`config.mk`:
```
export PLATFORM = sky130hd
export DESIGN_NAME = ram_arbiter_flat
export DESIGN_NICKNAME = d
export VERILOG_FILES = /design/src/rtl/ram_arbiter_pkg.sv /design/src/rtl/ram_arbiter_if.sv /design/src/rtl/ram_arbiter_rr_arb2.sv /design/src/rtl/ram_arbiter.sv /design/src/flat_wrapper.sv
export SDC_FILE = /design/constraint.sdc
export NUM_CORES = 1
export LEC_CHECK = 0
export BUFFER_PORTS_ARGS = -buffer_cell sky130_fd_sc_hd__buf_2
export CORE_MARGIN = 1
export CORE_UTILIZATION = 42
export CTS_CLUSTER_DIAMETER = 120
export DETAILED_ROUTE_END_ITERATION = 6
export PLACE_DENSITY = 0.74
export SLEW_MARGIN = 20
export SYNTH_ARGS = -nofsm -noshare
export SYNTH_HDL_FRONTEND = slang
export SYNTH_HIERARCHICAL = 1
export SYNTH_SLANG_ARGS = --single-unit
```
`constraint.sdc`:
```
create_clock -name clk -period 1.6 [get_ports clk]
set_clock_uncertainty 0.05 [all_clocks]
set_input_delay 0 -clock clk [delete_from_list [all_inputs] [get_ports clk]]
set_output_delay 0 -clock clk [all_outputs]
set_load 0.05 [all_outputs]
```
`src/rtl/ram_arbiter_pkg.sv`:
```
// Shared definitions for the two-master RAM arbiter.
//   state_t     : transaction FSM states (IDLE -> ACC -> RESP -> IDLE)
//   RW_*        : access-type encodings carried on the rw_type lines
//   M0 / M1     : master index constants used by the grant logic
//   is_legal()  : true for the five defined access types
package ram_arb_pkg;

    typedef enum logic [1:0] {
        IDLE = 2'd0,
        ACC  = 2'd1,
        RESP = 2'd2
    } state_t;

    localparam logic [2:0] RW_B  = 3'b000;
    localparam logic [2:0] RW_H  = 3'b001;
    localparam logic [2:0] RW_W  = 3'b010;
    localparam logic [2:0] RW_BU = 3'b100;
    localparam logic [2:0] RW_HU = 3'b101;

    localparam logic M0 = 1'b0;
    localparam logic M1 = 1'b1;

    function automatic logic is_legal(input logic [2:0] t);
        return (t == RW_B) || (t == RW_H) || (t == RW_W) ||
               (t == RW_BU) || (t == RW_HU);
    endfunction

endpackage

```
`src/rtl/ram_arbiter_if.sv`:
```
// One master-side RAM access port.
//   req/we/addr/rw_type/wdat : request, held by the master until ack
//   ack                      : one-cycle completion pulse
//   rdat                     : read data, valid with ack, held until next read
// Modports: master (the requester), slave (the arbiter).
interface ram_arbiter_if;
    logic        req;
    logic        we;
    logic [31:0] addr;
    logic [2:0]  rw_type;
    logic [31:0] wdat;
    logic        ack;
    logic [31:0] rdat;

    modport master (output req, we, addr, rw_type, wdat, input ack, rdat);
    modport slave  (input req, we, addr, rw_type, wdat, output ack, rdat);
endinterface

```
`src/rtl/ram_arbiter_rr_arb2.sv`:
```
// Two-way round-robin grant.
//   clk, rst_n : clock, async active-low reset
//   req[1:0]   : request vector, bit i = master i
//   advance    : a grant is being taken this cycle; move priority on
//   grant      : index of the winning master (meaningful when |req)
module rr_arb2 (
    input  logic       clk,
    input  logic       rst_n,
    input  logic [1:0] req,
    input  logic       advance,
    output logic       grant
);
    // pri = master that wins a tie; after reset m0 is favoured
    logic pri;

    // A lone requester always wins; on a tie the priority holder wins.
    always_comb grant = (req == 2'b11) ? pri : req[1];

    always_ff @(posedge clk or negedge rst_n) begin
        if (!rst_n)       pri <= 1'b0;
        else if (advance) pri <= ~grant;
    end
endmodule

```
`src/rtl/ram_arbiter.sv`:
```
// Arbitrates two masters onto one single-port RAM, one transaction at a time.
//   clk, rst_n        : clock, async active-low reset
//   m0, m1            : master ports (slave modport), m0 = core, m1 = loader
//   ram_rd_en/wr_en   : RAM strobes, high only in the ACC cycle
//   ram_addr/rw_type/dat_i : latched request, held after the access
//   ram_dat_o         : RAM read data, sampled at the edge ending ACC
// Every transaction takes IDLE -> ACC -> RESP; ack lands two edges after
// the edge that sampled the request. All outputs come from flops.
module ram_arbiter
    import ram_arb_pkg::*;
(
    input  logic           clk,
    input  logic           rst_n,
    ram_arbiter_if.slave   m0,
    ram_arbiter_if.slave   m1,
    output logic           ram_rd_en,
    output logic           ram_wr_en,
    output logic [31:0]    ram_addr,
    output logic [2:0]     ram_rw_type,
    output logic [31:0]    ram_dat_i,
    input  logic [31:0]    ram_dat_o
);
    state_t      state;
    logic [1:0]  req;
    logic        advance;
    logic        grant;
    logic        idx;
    logic        we_q;

    logic        sel_we;
    logic [31:0] sel_addr;
    logic [2:0]  sel_type;
    logic [31:0] sel_wdat;

    // Requests only matter in IDLE, so anything seen in ACC/RESP is ignored.
    assign req     = {m1.req, m0.req};
    assign advance = (state == IDLE) && (|req);

    rr_arb2 u_rr (
        .clk     (clk),
        .rst_n   (rst_n),
        .req     (req),
        .advance (advance),
        .grant   (grant)
    );

    always_comb begin
        sel_we   = (grant == M1) ? m1.we      : m0.we;
        sel_addr = (grant == M1) ? m1.addr    : m0.addr;
        sel_type = (grant == M1) ? m1.rw_type : m0.rw_type;
        sel_wdat = (grant == M1) ? m1.wdat    : m0.wdat;
    end

    always_ff @(posedge clk or negedge rst_n) begin
        if (!rst_n) begin
            state       <= IDLE;
            idx         <= M0;
            we_q        <= 1'b0;
            ram_rd_en   <= 1'b0;
            ram_wr_en   <= 1'b0;
            ram_addr    <= '0;
            ram_rw_type <= '0;
            ram_dat_i   <= '0;
            m0.ack      <= 1'b0;
            m1.ack      <= 1'b0;
            m0.rdat     <= '0;
            m1.rdat     <= '0;
        end else begin
            ram_rd_en <= 1'b0;
            ram_wr_en <= 1'b0;
            m0.ack    <= 1'b0;
            m1.ack    <= 1'b0;
            case (state)
                IDLE: if (advance) begin
                    state       <= ACC;
                    idx         <= grant;
                    we_q        <= sel_we;
                    // The RAM bus registers double as the transaction latch.
                    ram_addr    <= sel_addr;
                    ram_rw_type <= sel_type;
                    ram_dat_i   <= sel_wdat;
                    ram_rd_en   <= is_legal(sel_type) && !sel_we;
                    ram_wr_en   <= is_legal(sel_type) && sel_we;
                end
                ACC: begin
                    state <= RESP;
                    if (idx == M1) m1.ack <= 1'b1;
                    else           m0.ack <= 1'b1;
                    // Illegal types return zero; writes keep the old rdat.
                    if (!is_legal(ram_rw_type)) begin
                        if (idx == M1) m1.rdat <= '0;
                        else           m0.rdat <= '0;
                    end else if (!we_q) begin
                        if (idx == M1) m1.rdat <= ram_dat_o;
                        else           m0.rdat <= ram_dat_o;
                    end
                end
                RESP:    state <= IDLE;
                default: state <= IDLE;
            endcase
        end
    end
endmodule

```
`src/flat_wrapper.sv`:
```
// flat-port wrapper written by rule: the top's interface ports become plain ports
module ram_arbiter_flat import ram_arb_pkg::*;
  (clk, rst_n, ram_rd_en, ram_wr_en, ram_addr, ram_rw_type, ram_dat_i, ram_dat_o, m0_req, m0_we, m0_addr, m0_rw_type, m0_wdat, m0_ack, m0_rdat, m1_req, m1_we, m1_addr, m1_rw_type, m1_wdat, m1_ack, m1_rdat);
  ram_arbiter_if m0_i ();
  ram_arbiter_if m1_i ();
  input  logic clk;
  input  logic rst_n;
  output logic ram_rd_en;
  output logic ram_wr_en;
  output logic [31:0] ram_addr;
  output logic [2:0] ram_rw_type;
  output logic [31:0] ram_dat_i;
  input  logic [31:0] ram_dat_o;
  input wire logic [$bits(m0_i.req)-1:0] m0_req;
  input wire logic [$bits(m0_i.we)-1:0] m0_we;
  input wire logic [$bits(m0_i.addr)-1:0] m0_addr;
  input wire logic [$bits(m0_i.rw_type)-1:0] m0_rw_type;
  input wire logic [$bits(m0_i.wdat)-1:0] m0_wdat;
  output wire logic [$bits(m0_i.ack)-1:0] m0_ack;
  output wire logic [$bits(m0_i.rdat)-1:0] m0_rdat;
  input wire logic [$bits(m1_i.req)-1:0] m1_req;
  input wire logic [$bits(m1_i.we)-1:0] m1_we;
  input wire logic [$bits(m1_i.addr)-1:0] m1_addr;
  input wire logic [$bits(m1_i.rw_type)-1:0] m1_rw_type;
  input wire logic [$bits(m1_i.wdat)-1:0] m1_wdat;
  output wire logic [$bits(m1_i.ack)-1:0] m1_ack;
  output wire logic [$bits(m1_i.rdat)-1:0] m1_rdat;
  assign m0_i.req = m0_req;
  assign m0_i.we = m0_we;
  assign m0_i.addr = m0_addr;
  assign m0_i.rw_type = m0_rw_type;
  assign m0_i.wdat = m0_wdat;
  assign m0_ack = m0_i.ack;
  assign m0_rdat = m0_i.rdat;
  assign m1_i.req = m1_req;
  assign m1_i.we = m1_we;
  assign m1_i.addr = m1_addr;
  assign m1_i.rw_type = m1_rw_type;
  assign m1_i.wdat = m1_wdat;
  assign m1_ack = m1_i.ack;
  assign m1_rdat = m1_i.rdat;
  ram_arbiter u_core (.clk(clk), .rst_n(rst_n), .m0(m0_i), .m1(m1_i), .ram_rd_en(ram_rd_en), .ram_wr_en(ram_wr_en), .ram_addr(ram_addr), .ram_rw_type(ram_rw_type), .ram_dat_i(ram_dat_i), .ram_dat_o(ram_dat_o));
endmodule
```
==> out/qor.csv <==
stage,metric,value,unit
power,powerDensity,2250,mW/mm2
logic_synthesis,synth_cell_types,26,
worst_setup_path,cp_data_arrival_time,2.07,ns
grt,grtUsageTotal,0.323,
worst_setup_path,crit_chain,"nand2b_4, and2_4, buf_12, mux2_4, mux2_4",
sta,fmax,548,MHz
grt,grt_first_pass_wirelength,35800,um
logic_synthesis,ys_seq_area_frac,0.570,
place,globalplace.congestion,0.886,
power,internal_power,13.0,mW
power,p_seq_frac,0.250,
sta,tightest_slew,0.961,ns
sta,rsz0062_at_grt,yes,
grt,first_global_vias,6689,
worst_setup_path,path_buf_inv,1,
clocking,cts_root_buffer,clkbuf_16,
die,dieArea,0.0151,mm2
detailed_routing,drt_wl_total,27700,um
worst_setup_path,crit_slowest_cell,dfrtp_1,
die,num_io_pins,307,
logic_synthesis,ys_warn_count,6,
die,coreArea,0.0141,mm2
sta,max_slew_margin,0.359,
logic_synthesis,synth_edf_count,0,
detailed_routing,ant_nets,0,
detailed_routing,vias,6381,
logic_synthesis,syn_area,0.00614,mm2
power,leakage,5.61,nW
worst_setup_path,required,1.84,ns
grt,grt_max_degree,65,
logic_synthesis,synth_top_flop_cell,dfrtp_1,
detailed_routing,detail_route.wl_per_cell,24.4,um
sta,slew_violations,0,
worst_setup_path,worstRegToRegCells,5,
sta,timing.final.ws_setup,-0.226,ns
sta,finalHoldViolations,0,
worst_setup_path,slowest_delay,0.38,ns
logic_synthesis,syn_area_per_cell,14.2,um2
logic_synthesis,synth_top_cell_by_area,dfrtp_1,
clocking,cts_buffers,17,
sta,period_minus_slack,1.83,ns
sta,period_share,1.14,
grt,antenna_found_initial,3,
grt,grt_overflow,0,
logic_synthesis,ys_seq_elements,140,
grt,use_met3,0.0978,
clocking,cts_tree,yes,
cells_and_area,layout.nets,1108,
clocking,cts_buffer_depth,2,
logic_synthesis,syn-instance-count,431,
power,total_power,25.1,mW
status,violations,negative setup slack,
logic_synthesis,synth_area_leaders,"dfrtp_1 57%, mux2_2 23%, a32o_1 5.2%, o2bb2ai_1 4.6%, mux2_4 2.0%",
worst_setup_path,end_kind,flop,
detailed_routing,drc,0,
power,swShare,0.484,
clocking,clk_pin_slew,0.06,ns
worst_setup_path,critical-path-top-delay-family,multiplexers,
place,hpwlAfterDp,12700,um
clocking,clock_latency,0.42,ns
die,start_util,0.436,
min_path,hold_class,in -> async,
logic_synthesis,yosysTopAreaCellShare,0.570,
worst_setup_path,crit_top_cell,mux2_4,
cells_and_area,design_area,0.0112,mm2
detailed_routing,drt_first_pass_iters,5,
worst_setup_path,r2r-end,u_core/ram_addr[16],
grt,met1_usage,0.324,
run,drv_cap,0,
clocking,clkSinkCount,140,
logic_synthesis,syn-num-nets,603,
power,combPwrFrac,0.579,
cells_and_area,area_growth_syn_to_layout,81.6,%
detailed_routing,drt_iter0_markers,539,
worst_setup_path,r2r_slack,-0.23,ns
cells_and_area,drive_gt1_frac,0.556,
die,dieWidth,123,um
die,die_h,123,um
cells_and_area,fin_util,0.791,
logic_synthesis,ys_async_sr_fraction,1.00,
logic_synthesis,yosysMostFrequentCell,dfrtp_1,
power,ir_drop,1.42,mV
power,clock_power_share,0.171,
die,rows,43,
status,status,finished with violations,
worst_setup_path,path_max_fanout,7,
grt,top_usage_layer,met2,
worst_setup_path,start_kind,flop,
worst_setup_path,critPathKind,reg -> reg,
place,place_area,0.00803,mm2
logic_synthesis,synth_common_cells,"140 x dfrtp_1, 127 x mux2_2, 32 x a32o_1, 32 x nand2_1, 32 x o2bb2ai_1",
detailed_routing,viasPerCell,5.64,
clocking,cts_max_level,4,
power,p_sw,12.2,mW
worst_setup_path,r2r-start,u_core/u_rr/pri,
place,io_buffers,306,
grt,gr-usage-met2,0.566,
sta,setup_viol,69,
==> cell usage in the layout, fill, tap and decap left out, types with 2 or more instances in the layout <==
master | netlist | final
buf_12 | 0 | 8
dfrtp_1 | 140 | 140
mux2_2 | 127 | 22
mux2_4 | 8 | 113
inv_1 | 3 | 2
o2bb2ai_1 | 32 | 31
diode_2 | 0 | 3
clkbuf_16 | 0 | 23
bufinv_16 | 0 | 4
nor2_1 | 3 | 2
clkinvlp_4 | 0 | 3
buf_8 | 0 | 4
buf_6 | 6 | 6
buf_2 | 20 | 305
clkinv_4 | 0 | 5
clkbuf_8 | 0 | 2
a32o_1 | 32 | 32
buf_16 | 0 | 2
buf_4 | 0 | 14
o21ai_2 | 1 | 3
dlygate4sd3_1 | 0 | 172
nor2b_4 | 0 | 2
and2_4 | 0 | 3
nand2_1 | 32 | 32
==> repair_timing <==
action,in CTS,in global routing
gates cloned,2,11
pin swaps,0,2
endpoints found under the setup margin,99,117
buffers inserted,1,2
hold buffers,173,0
endpoints found under the hold margin,275,0
resized for setup,8,121
==> metal layers <==
layer	part of all wire	up-vias	routed length [um]
met2	0.51	456	14100
met4	0.074	0	2040
met1	0.34	3133	9510
met3	0.074	171	2060
li1	-	2621	-
met5	0	-	0
==> worst register-to-register path, stage by stage (launching register included) <==
cell	delay, ns
dfrtp_1	0.38
nand2b_4	0.18
and2_4	0.28
buf_12	0.18
mux2_4	0.32
mux2_4	0.31
==> power groups by stage <==
| stage | Sequential, mW | Combinational (mW) | Clock, mW |
|---|---|---|---|
| 2_1_floorplan | 11.6 | 3.61 | 0 |
| 3_3_place_gp | 6.01 | 12.1 | 0 |
| 6_report | 6.28 | 14.6 | 4.30 |
| 3_5_place_dp | 6.11 | 12.3 | 0 |
| 5_1_grt | 6.43 | 15.0 | 4.48 |
| 4_1_cts | 6.08 | 12.9 | 4.29 |
==> flip-flops by register name (all words and copies together) (netlist names), 2 cells and up <==
register            flops
u_core/m1.rdat         32
u_core/ram_dat_i       32
u_core/m0.rdat         32
u_core/state            2
u_core/ram_rw_type      3
u_core/ram_addr        32
==> area by class of cell <==
type / instances / area [um2]
antenna: 3 / 7.51
clock buffer: 20 / 457
clock inverter: 12 / 186
fill: 776 / 2940
inverter: 4 / 20.0
multi-input combinational: 255 / 2890
sequential: 140 / 3500
tap: 180 / 225
timing repair buffer: 518 / 3860
==> worst max path at each step <==
stage,from,slack [ns],cells past startpoint,to
2_1_floorplan,u_core/ram_rw_type[2],0.01,4,u_core/m0.rdat[15]
3_3_place_gp,u_core/state[1],-0.34,3,u_core/m1.rdat[31]
3_5_place_dp,u_core/u_rr/pri,-0.09,5,u_core/ram_addr[14]
4_1_cts,u_core/u_rr/pri,-0.10,5,u_core/ram_addr[14]
5_1_grt,u_core/u_rr/pri,-0.23,5,u_core/ram_dat_i[26]
6_report,u_core/u_rr/pri,-0.23,5,u_core/ram_addr[16]
==> per-stage QoR <==
| step | setup TNS, ns | worst slack (ns) | std cells | hold slack (ns) |
|---|---|---|---|---|
| CTS | -4.66 | -0.100 | 1116 | 0.0709 |
| detailed placement | -4.33 | -0.0895 | 908 | -0.121 |
| global placement | -12.28 | -0.343 | 908 | -0.122 |
| floorplan | 0 | 0.0138 | 431 | -0.346 |
| global route | -10.02 | -0.235 | 1131 | 0.112 |
| finish | -9.96 | -0.226 | 1132 | 0.0908 |
==> cell families after synthesis <==
| logic type | after synthesis | share of synthesized area |
|---|---|---|
| compound gates | 70 | 0.104 |
| buf+inv | 39 | 0.0352 |
| flops | 140 | 0.570 |
| mux | 137 | 0.256 |
| simple gates | 45 | 0.0342 |
(Power assumes the default switching activity.)
